File: config.mk
export PLATFORM = sky130hd
export DESIGN_NAME = head_ball_contact
export DESIGN_NICKNAME = d
export VERILOG_FILES = /design/src/rtl/head_ball_contact.sv
export SDC_FILE = /design/constraint.sdc
export NUM_CORES = 1
export LEC_CHECK = 0
export CAP_MARGIN = 20
export CELL_PAD_IN_SITES_DETAIL_PLACEMENT = 0
export CELL_PAD_IN_SITES_GLOBAL_PLACEMENT = 1
export CORE_MARGIN = 2
export CORE_UTILIZATION = 36
export CTS_CLUSTER_DIAMETER = 150
export CTS_CLUSTER_SIZE = 20
export DETAILED_ROUTE_END_ITERATION = 12
export PLACE_DENSITY = 0.86
export SLEW_MARGIN = 20
export SYNTH_ARGS = -nofsm -noshare
export SYNTH_HDL_FRONTEND = slang
export SYNTH_SLANG_ARGS = --single-unit
export TNS_END_PERCENT = 30
File: constraint.sdc
create_clock -name frame_clk -period 1.8 [get_ports frame_clk]
set_input_delay 0.27 -clock frame_clk [delete_from_list [all_inputs] [get_ports frame_clk]]
set_output_delay 0.27 -clock frame_clk [all_outputs]
set_load 0.005 [all_outputs]
File: src/rtl/head_ball_contact.sv
// Per-player head/ball contact and kick controller: emits a one-frame saturated force impulse.
// Optional kick path enabled by defining HEAD_BALL_KICK_EN; default build generates bumps only.
module head_ball_contact #(
    parameter int HEAD_R          = 20,
    parameter int BUMP            = 4,
    parameter int KICK_VX         = 12,
    parameter int KICK_VY         = -10,
    parameter int KICK_REACH      = 10,
    parameter int MAX_FORCE       = 15,
    parameter int COOLDOWN_FRAMES = 8
) (
    input  logic              frame_clk,
    input  logic              Reset,
    input  logic              goal_reset,
    input  logic [9:0]        PlayerX,
    input  logic [9:0]        PlayerY,
    input  logic signed [9:0] PlayerVelX,
    input  logic              facing,
    input  logic              kick_btn,
    input  logic [9:0]        BallX,
    input  logic [9:0]        BallY,
    input  logic [9:0]        BallS,
    input  logic signed [9:0] BallVelX,
    input  logic signed [9:0] BallVelY,
    output logic              apply_force,
    output logic signed [9:0] force_x,
    output logic signed [9:0] force_y,
    output logic              contact
);

    localparam int CNT_W = (COOLDOWN_FRAMES > 1) ? $clog2(COOLDOWN_FRAMES) : 1;
    localparam logic [CNT_W-1:0] CNT_LOAD = CNT_W'(COOLDOWN_FRAMES - 1);

    localparam logic signed [11:0] C_BUMP    = 12'(BUMP);
    localparam logic signed [11:0] C_KICK_VX = 12'(KICK_VX);
    localparam logic signed [11:0] C_KICK_VY = 12'(KICK_VY);
    localparam logic signed [11:0] C_MAX     = 12'(MAX_FORCE);
    localparam logic signed [11:0] C_MIN     = -C_MAX;

    typedef enum logic [1:0] {
        S_IDLE,
        S_PUSH,
        S_COOLDOWN
    } state_t;

    state_t           r_state;
    logic [CNT_W-1:0] r_cnt;

    logic signed [11:0] w_dx;
    logic signed [11:0] w_dy;
    logic [11:0]        w_abs_dx;
    logic [11:0]        w_abs_dy;
    logic [11:0]        w_dist;
    logic [11:0]        w_touch_thr;
    logic [11:0]        w_reach_thr;
    logic               w_touch;
    logic               w_reach;

    logic signed [11:0] w_pvx_ext;
    logic signed [11:0] w_bvy_pos;
    logic signed [11:0] w_bump_x;
    logic signed [11:0] w_bump_y;
    logic signed [11:0] w_kick_x;
    logic signed [11:0] w_kick_y;
    logic signed [11:0] w_raw_x;
    logic signed [11:0] w_raw_y;
    logic               w_kick_edge;
    logic               w_take_kick;
    logic               w_fire;
    logic               w_unused;

    // Manhattan distance; off-screen (wrapped) ball coordinates simply look far away.
    assign w_dx        = $signed({2'b00, BallX}) - $signed({2'b00, PlayerX});
    assign w_dy        = $signed({2'b00, BallY}) - $signed({2'b00, PlayerY});
    assign w_abs_dx    = w_dx[11] ? -w_dx : w_dx;
    assign w_abs_dy    = w_dy[11] ? -w_dy : w_dy;
    assign w_dist      = w_abs_dx + w_abs_dy;
    assign w_touch_thr = 12'(HEAD_R) + {2'b00, BallS};
    assign w_reach_thr = w_touch_thr + 12'(KICK_REACH);
    assign w_touch     = (w_dist <= w_touch_thr);
    assign w_reach     = (w_dist <= w_reach_thr);

    assign w_pvx_ext = {{2{PlayerVelX[9]}}, PlayerVelX};
    assign w_bvy_pos = BallVelY[9] ? 12'sd0 : $signed({2'b00, BallVelY});
    assign w_bump_x  = (w_dx[11] ? -C_BUMP : C_BUMP) + w_pvx_ext;
    assign w_bump_y  = w_dy[11] ? (-C_BUMP - w_bvy_pos) : C_BUMP;
    assign w_kick_x  = facing ? C_KICK_VX : -C_KICK_VX;
    assign w_kick_y  = C_KICK_VY;

`ifdef HEAD_BALL_KICK_EN
    logic r_kick_prev;

    // Tracks the button in every state so a held button never re-triggers after cooldown.
    always_ff @(posedge frame_clk or posedge Reset) begin
        if (Reset) begin
            r_kick_prev <= 1'b0;
        end else begin
            r_kick_prev <= kick_btn;
        end
    end

    assign w_kick_edge = kick_btn & ~r_kick_prev;
    assign w_unused    = ^BallVelX;
`else
    assign w_kick_edge = 1'b0;
    assign w_unused    = ^{BallVelX, kick_btn};
`endif

    assign w_take_kick = w_kick_edge & w_reach;
    assign w_fire      = w_take_kick | w_touch;
    assign w_raw_x     = w_take_kick ? w_kick_x : w_bump_x;
    assign w_raw_y     = w_take_kick ? w_kick_y : w_bump_y;

    function automatic logic signed [9:0] sat_force(input logic signed [11:0] v);
        logic signed [11:0] c;
        if (v > C_MAX) begin
            c = C_MAX;
        end else if (v < C_MIN) begin
            c = C_MIN;
        end else begin
            c = v;
        end
        return c[9:0];
    endfunction

    always_ff @(posedge frame_clk or posedge Reset) begin
        if (Reset) begin
            r_state     <= S_IDLE;
            r_cnt       <= '0;
            apply_force <= 1'b0;
            force_x     <= '0;
            force_y     <= '0;
            contact     <= 1'b0;
        end else if (goal_reset) begin
            r_state     <= S_IDLE;
            r_cnt       <= '0;
            apply_force <= 1'b0;
            force_x     <= '0;
            force_y     <= '0;
            contact     <= 1'b0;
        end else begin
            contact <= w_touch;
            case (r_state)
                S_IDLE: begin
                    if (w_fire) begin
                        r_state     <= S_PUSH;
                        apply_force <= 1'b1;
                        force_x     <= sat_force(w_raw_x);
                        force_y     <= sat_force(w_raw_y);
                    end
                end
                S_PUSH: begin
                    r_state     <= S_COOLDOWN;
                    r_cnt       <= CNT_LOAD;
                    apply_force <= 1'b0;
                    force_x     <= '0;
                    force_y     <= '0;
                end
                S_COOLDOWN: begin
                    // Contacts seen here are dropped, not queued.
                    if (r_cnt == '0) begin
                        r_state <= S_IDLE;
                    end else begin
                        r_cnt <= r_cnt - 1'b1;
                    end
                end
                default: begin
                    r_state     <= S_IDLE;
                    r_cnt       <= '0;
                    apply_force <= 1'b0;
                    force_x     <= '0;
                    force_y     <= '0;
                end
            endcase
        end
    end

endmodule

Yosys cells after proc, flatten, opt, wreduce, memory -nomap -nowiden
Cells that the tools add are included.
{"block": "word_totals", "regBits": 27, "in_bits": 85, "output_inout_bits": 22, "wordCells": 58}
{"block": "op_classes", "addsub": 9, "magnitude_cmp": 5, "eq_ne": 7, "mux": 26, "n_reduce_logical": 5}
{"cell": "10-bit 2-to-1 mux", "count": 8}
{"cell": "12-bit 2-to-1 mux", "count": 4}
{"cell": "10-bit one-hot mux with 2 select lines", "count": 2}
{"cell": "12-bit by 5-bit greater-than comparator with 1-bit output, second input constant", "count": 2}
{"cell": "12-bit by 5-bit less-than comparator with 1-bit output, second input constant", "count": 2}
{"cell": "11-bit negator with 12-bit output", "count": 2}
{"cell": "10-bit by 10-bit subtractor with 11-bit output", "count": 2}
{"cell": "12-bit by 10-bit adder with 12-bit output", "count": 1}
{"cell": "12-bit adder", "count": 1}
{"cell": "12-bit by 11-bit <= comparator with 1-bit output", "count": 1}
{"cell": "5-bit by 10-bit adder with 11-bit output, first input constant", "count": 1}
{"cell": "3-bit by 10-bit subtractor with 11-bit output, first input constant", "count": 1}
{"cell": "9-bit 2-to-1 mux", "count": 1}
{"cell": "3-bit inequality test, second input constant", "count": 3}
{"cell": "3-bit one-hot mux with 3 select lines", "count": 1}
{"cell": "2-bit 2-to-1 mux", "count": 3}
{"cell": "3-bit 2-to-1 mux", "count": 2}
{"cell": "2-bit one-hot mux with 3 select lines", "count": 1}
{"cell": "2-bit AND reduction", "count": 3}
{"cell": "2-bit inequality test, second input constant", "count": 2}
{"cell": "3-bit logical NOT", "count": 1}
{"cell": "1-bit 2-to-1 mux", "count": 3}
{"cell": "3-bit by 1-bit subtractor with 3-bit output, second input constant", "count": 1}
{"cell": "2-bit by 1-bit == test with 1-bit output, second input constant", "count": 1}
{"cell": "other kinds (3)", "count": 3}

Longest topological paths before layout
Gate-level depths: netlist (run 1).
{"block": "depth", "word_depth": 9, "ltp_mapped": 30, "mapped_depth_nobuf": 28}

Worst setup path after synthesis (run 1)
OpenSTA, ideal clock, no wires.
{"block": "synth_timing", "kind": "input -> register", "from": "input BallX[0]", "to": "register force_x[2]", "arrival_ns": 5.366, "required_time_ns": 1.713, "setup_slack_ns": -3.652, "path_stages": 27, "n_path_buf": 1, "path_cell_list": "inv_1 ha_1 inv_1 fa_1 a21o_1 a211o_1 a2111oi_4 o31ai_4 mux2_2 fa_1 a21o_1 a21oi_1 o21bai_1 a21oi_1 o21ai_0 a21o_1 a21oi_1 xnor2_1 ha_1 nor2_1 a21o_1 a31oi_1 o21ai_0 a21oi_2 buf_2 nand2_1 o211ai_1"}
{"block": "synth_between", "elab_chain_cells": 9, "elab_cells_between_ends": 16}
{"item": "start: declaration", "line": "20", "rtl": "input logic [9:0] BallX,"}
{"item": "10-bit by 10-bit subtractor with 11-bit output (*)", "line": "73", "rtl": "assign w_dx = $signed({2'b00, BallX}) - $signed({2'b00, PlayerX});"}
{"item": "parallel branches: the longest is 8 deep, another holds 11-bit negator with 12-bit output"}
{"item": "end signal: assignment", "line": "148", "rtl": "force_x <= sat_force(w_raw_x);"}
{"item": "end: declaration", "line": "26", "rtl": "output logic signed [9:0] force_x,"}
Mark *: on every way between the ends. The select of a mux whose other input is x is not followed.
A chain may end at the register's enable or synchronous reset.

Final worst setup path (run 1)
{"block": "layout_timing", "from": "input PlayerY[1]", "to": "register force_y[8]"}
{"block": "layout_between", "elab_chain_cells": 8, "elab_cells_between_ends": 15}
{"item": "start: declaration", "line": "16", "rtl": "input logic [9:0] PlayerY,"}
{"item": "10-bit by 10-bit subtractor with 11-bit output (*)", "line": "74", "rtl": "assign w_dy = $signed({2'b00, BallY}) - $signed({2'b00, PlayerY});"}
{"item": "parallel branches: the longest is 7 deep, another holds 11-bit negator with 12-bit output"}
{"item": "end signal: assignment", "line": "149", "rtl": "force_y <= sat_force(w_raw_y);"}
{"item": "end: declaration", "line": "27", "rtl": "output logic signed [9:0] force_y,"}
Marks and branches as above.

==> results.txt, run 1 <==
----------------------------------------------------
[Run status]
  Status ... complete, but fails checks
  Failing checks ... negative setup slack

[Timing]
  Pin slew with the least headroom to its limit ... 0.694 ns
  Final-report setup violation count ... 24
  Max_slew headroom ... 53.2%
  Hold Violations, Final ... 0
  Number of pins exceeding their max-slew limit in the final report ... 0
  Period minus WS final ... 5.13 ns
  Setup slack after layout ... -3.33 ns
  Unrepaired setup endpoints after global routing ... yes
  Max Clock Skew ... 0.00156 ns
  Setup tns final ... -77.85 ns
  Maximum operating frequency ... 0.195 GHz
  Post-route clock period utilization ... 285%

[Yosys]
  Syn. warnings ... 0
  Flip-flop and latch count after synthesis ... 27
  Post-synth ARST share ... 100%
  Largest area contributor in the netlist ... sky130_fd_sc_hd__ha_1
  Leading post-synthesis cells by cell area ... sky130_fd_sc_hd__ha_1 20%, sky130_fd_sc_hd__dfrtp_1 18%, sky130_fd_sc_hd__xnor2_1 5.8%, sky130_fd_sc_hd__xor2_1 5.8%, sky130_fd_sc_hd__a21oi_1 5.6%
  Most frequently used cell type in the post-synthesis netlist ... sky130_fd_sc_hd__ha_1
  Synth top cells by count ... 60 x sky130_fd_sc_hd__ha_1, 49 x sky130_fd_sc_hd__inv_1, 42 x sky130_fd_sc_hd__a21oi_1
  Yosys cell types ... 53
  Synth Net Count ... 618
  Cell area after synthesis ... 3780 sq um
  Top FF cell, synth ... sky130_fd_sc_hd__dfrtp_1
  Cell count after synthesis ... 469
  Area fraction of the dominant cell type after synthesis ... 19.9%
  Portion of the post-synthesis area used by sequential elements ... 17.9%
  Synthesized area per cell ... 8.06 sq um
  Post-synth EDFFs ... 0

[Power]
  Static leakage ... 3.09 nW
  PD cells ... 1140 nW/um^2
  Worst supply voltage drop on vdd ... 0.726 mV

[Final layout]
  Final instance area ... 6370 sq um
  Total inserted antenna cells ... 0
  Number of nets at the end of the flow ... 867
  Layout overhead on the synthesized area ... 68.5%
  Fraction of final layout cells with drive strength greater than 1 ... 30.5%
  Filler instances ... 890

[GRT]
  Via count of the first global-routing pass ... 4443
  Antenna violations before repair ... 0
  GRT Resource Usage Total ... 19.1%
  Largest net degree at the start of global routing ... 18
  Overflow left after global routing ... 0
  First-pass GRT wire length ... 18400 um

[Worst setup path]
  Flop2flop setup slack ... -0.02 ns
  Depth of the worst register-to-register path ... 7
  Crit path max-delay cell type ... sky130_fd_sc_hd__clkdlybuf4s50_1
  Kind of launch point of the worst setup path ... input pin
  Signal arrival time at the worst endpoint ... 5.34 ns
  Kind of end point of the critical path ... flip-flop
  Worst setup path startpoint ... PlayerY[1]
  Origin of the critical flop-to-flop path ... r_state[0]
  Highest cell delay on the worst timing path ... 0.47 ns
  Capture point of the worst reg-to-reg path ... force_x[2]
  Worst setup path endpoint ... force_y[8]
  Crit path kind ... in -> reg
  Largest fanout on the critical path ... 6
  Crit path required time ... 2.01 ns

[Detailed routing]
  Number of routed nets with antenna violations ... 0
  Via count normalized by instance count ... 5.00
  Aggregate routed wire length ... 10800 um
  Detailed Routing Iterations Pass 1 ... 4
  Final routed DRC violation total ... 0
  Post-detailed-route wirelength per cell ... 12.7 um
  Drt initial violations ... 107
  Via count ... 4265

[Floorplan]
  Placeable core area ... 10300 sq um
  Number of top-level design ports ... 107
  Die Area ... 11300 sq um
  Die Height ... 106 um
  Site row count ... 37
  Initial Util ... 36.8%
  X dimension of the die ... 106 um

[Clock tree]
  Max H-tree Level ... 1
  Clock Sinks ... 27
  Clk slew on worst S/H paths ... 0.10 ns
  Hold buffers post-CTS ... 0
  Clk Tree Root Cell ... sky130_fd_sc_hd__clkbuf_8
  TritonCTS clock tree ... built
  Insertion delay to the later sink of the worst-skew pair ... 0.27 ns
  Max Buffers Root-to-Sink ... 2
  Num CTS Buffers ... 3

[Min path]
  Class of the most critical hold timing path ... in -> async

[Flow run]
  Maximum Capacitance Violations ... 0

[Placed design]
  Number of port buffers ... 94
  Placed cell areas ... 5930 sq um
  GP Congestion ... 0.889
  Half-perimeter wire length after detailed placement ... 8670 um

----------------------------------------------------
critical path: cells and delay by family:
kind,cells,cell delay [ns]
AOI/OAI and AO/OA,15,2.73
adders and majority gates,3,0.91
xor gates and xnor gates,1,0.10
muxes,1,0.33
buffers and inverters,4,0.85
and+or+nand+nor,1,0.12
timing repair:
item / CTS / global route
buffers inserted: 13 / 9
resized for setup: 36 / 32
pin swaps: 35 / 63
gates cloned: 2 / 1
endpoints found under the setup margin: 24 / 24
hold endpoints to repair: 0 / 0
power breakdown:
group / switching, mW / internal, mW
clock: 0.194 / 0.162
sequential: 0.131 / 0.809
combinational: 2.74 / 3.22
worst min-delay path by stage:
stage | from | end | cells after the start
6_report | Reset | force_x[5] | 2
5_1_grt | Reset | force_x[8] | 2
4_1_cts | Reset | force_x[8] | 2
3_5_place_dp | force_y[4] | force_y[4] | 1
3_3_place_gp | force_x[6] | force_x[6] | 1
2_1_floorplan | Reset | apply_force | 1
flip-flops by register name (all words and copies together) (netlist names):
signal	count
r_state	2
force_y	10
force_x	10
apply_force	1
r_cnt	3
contact	1
cells by family (layout without fill, tap and decap cells):
kind of cell | after synthesis | in the layout | synth area share [%]
xor+xnor | 50 | 50 | 11.6
mux | 3 | 3 | 0.894
compound gates | 145 | 145 | 25.4
buf+inv | 53 | 301 | 5.36
flops | 27 | 27 | 17.9
fa+ha+maj | 64 | 64 | 22.0
simple gates | 127 | 127 | 16.9
cells in the final DEF (no fill, tap or decap), types with 5 or more instances in the layout:
cell                              instances
sky130_fd_sc_hd__a21o_1                  23
sky130_fd_sc_hd__a21oi_1                 36
sky130_fd_sc_hd__a21oi_2                  7
sky130_fd_sc_hd__a31oi_1                  9
sky130_fd_sc_hd__buf_4                  145
sky130_fd_sc_hd__buf_6                    6
sky130_fd_sc_hd__clkdlybuf4s50_1         86
sky130_fd_sc_hd__dfrtp_1                 27
sky130_fd_sc_hd__ha_1                    54
sky130_fd_sc_hd__inv_1                   43
sky130_fd_sc_hd__inv_2                    6
sky130_fd_sc_hd__nand2_1                 23
sky130_fd_sc_hd__nand2b_1                 8
sky130_fd_sc_hd__nand3_1                  6
sky130_fd_sc_hd__nand4_1                  6
sky130_fd_sc_hd__nor2_1                  33
sky130_fd_sc_hd__nor2_2                   5
sky130_fd_sc_hd__nor2b_1                  6
sky130_fd_sc_hd__nor3_1                   7
sky130_fd_sc_hd__o211ai_1                 6
sky130_fd_sc_hd__o21ai_0                 19
sky130_fd_sc_hd__o21ai_2                  5
sky130_fd_sc_hd__o21bai_1                 7
sky130_fd_sc_hd__xnor2_1                 24
sky130_fd_sc_hd__xor2_1                  25
final cells by class:
| class | count | area (sq um) | area share (%) |
|---|---|---|---|
| Clock buffer | 3 | 41.3 | 0.649 |
| Clock inverter | 1 | 8.76 | 0.138 |
| Inverter | 50 | 200 | 3.14 |
| Multi-Input combinational cell | 389 | 3130 | 49.1 |
| Sequential cell | 27 | 676 | 10.6 |
| Tap cell | 136 | 170 | 2.67 |
| Timing Repair Buffer | 247 | 2140 | 33.6 |
per-stage QoR:
| step | util (%) | std cells | total power, mW | hold WS [ns] | setup WS [ns] |
|---|---|---|---|---|---|
| after floorplan | - | 469 | 3.85 | 0.323 | -3.06 |
| after global placement | 57.7 | 827 | 5.66 | 0.463 | -3.88 |
| after detailed placement | 57.7 | 827 | 5.84 | 0.466 | -4.04 |
| after CTS | 60.4 | 846 | 6.82 | 0.279 | -3.33 |
| after global routing | 61.9 | 853 | 7.90 | 0.294 | -3.58 |
| final | 61.9 | 853 | 7.26 | 0.273 | -3.33 |
layer usage:
| layer | global-route usage [%] | wire (um) | vias to the layer above |
|---|---|---|---|
| met4 | 4.36 | 216 | 0 |
| met2 | 37.2 | 5630 | 105 |
| li1 | - | - | 2171 |
| met3 | 2.02 | 472 | 20 |
| met5 | 0 | 0 | - |
| met1 | 22.1 | 4480 | 1969 |
Power figures use the tool's default switching activity.
==> run 2: changes to the inputs <==
GPL_ROUTABILITY_DRIVEN = 1   (was default)
==> results of run 2 <==
No change in the layout: final DEF, timing and power equal those of run 1.
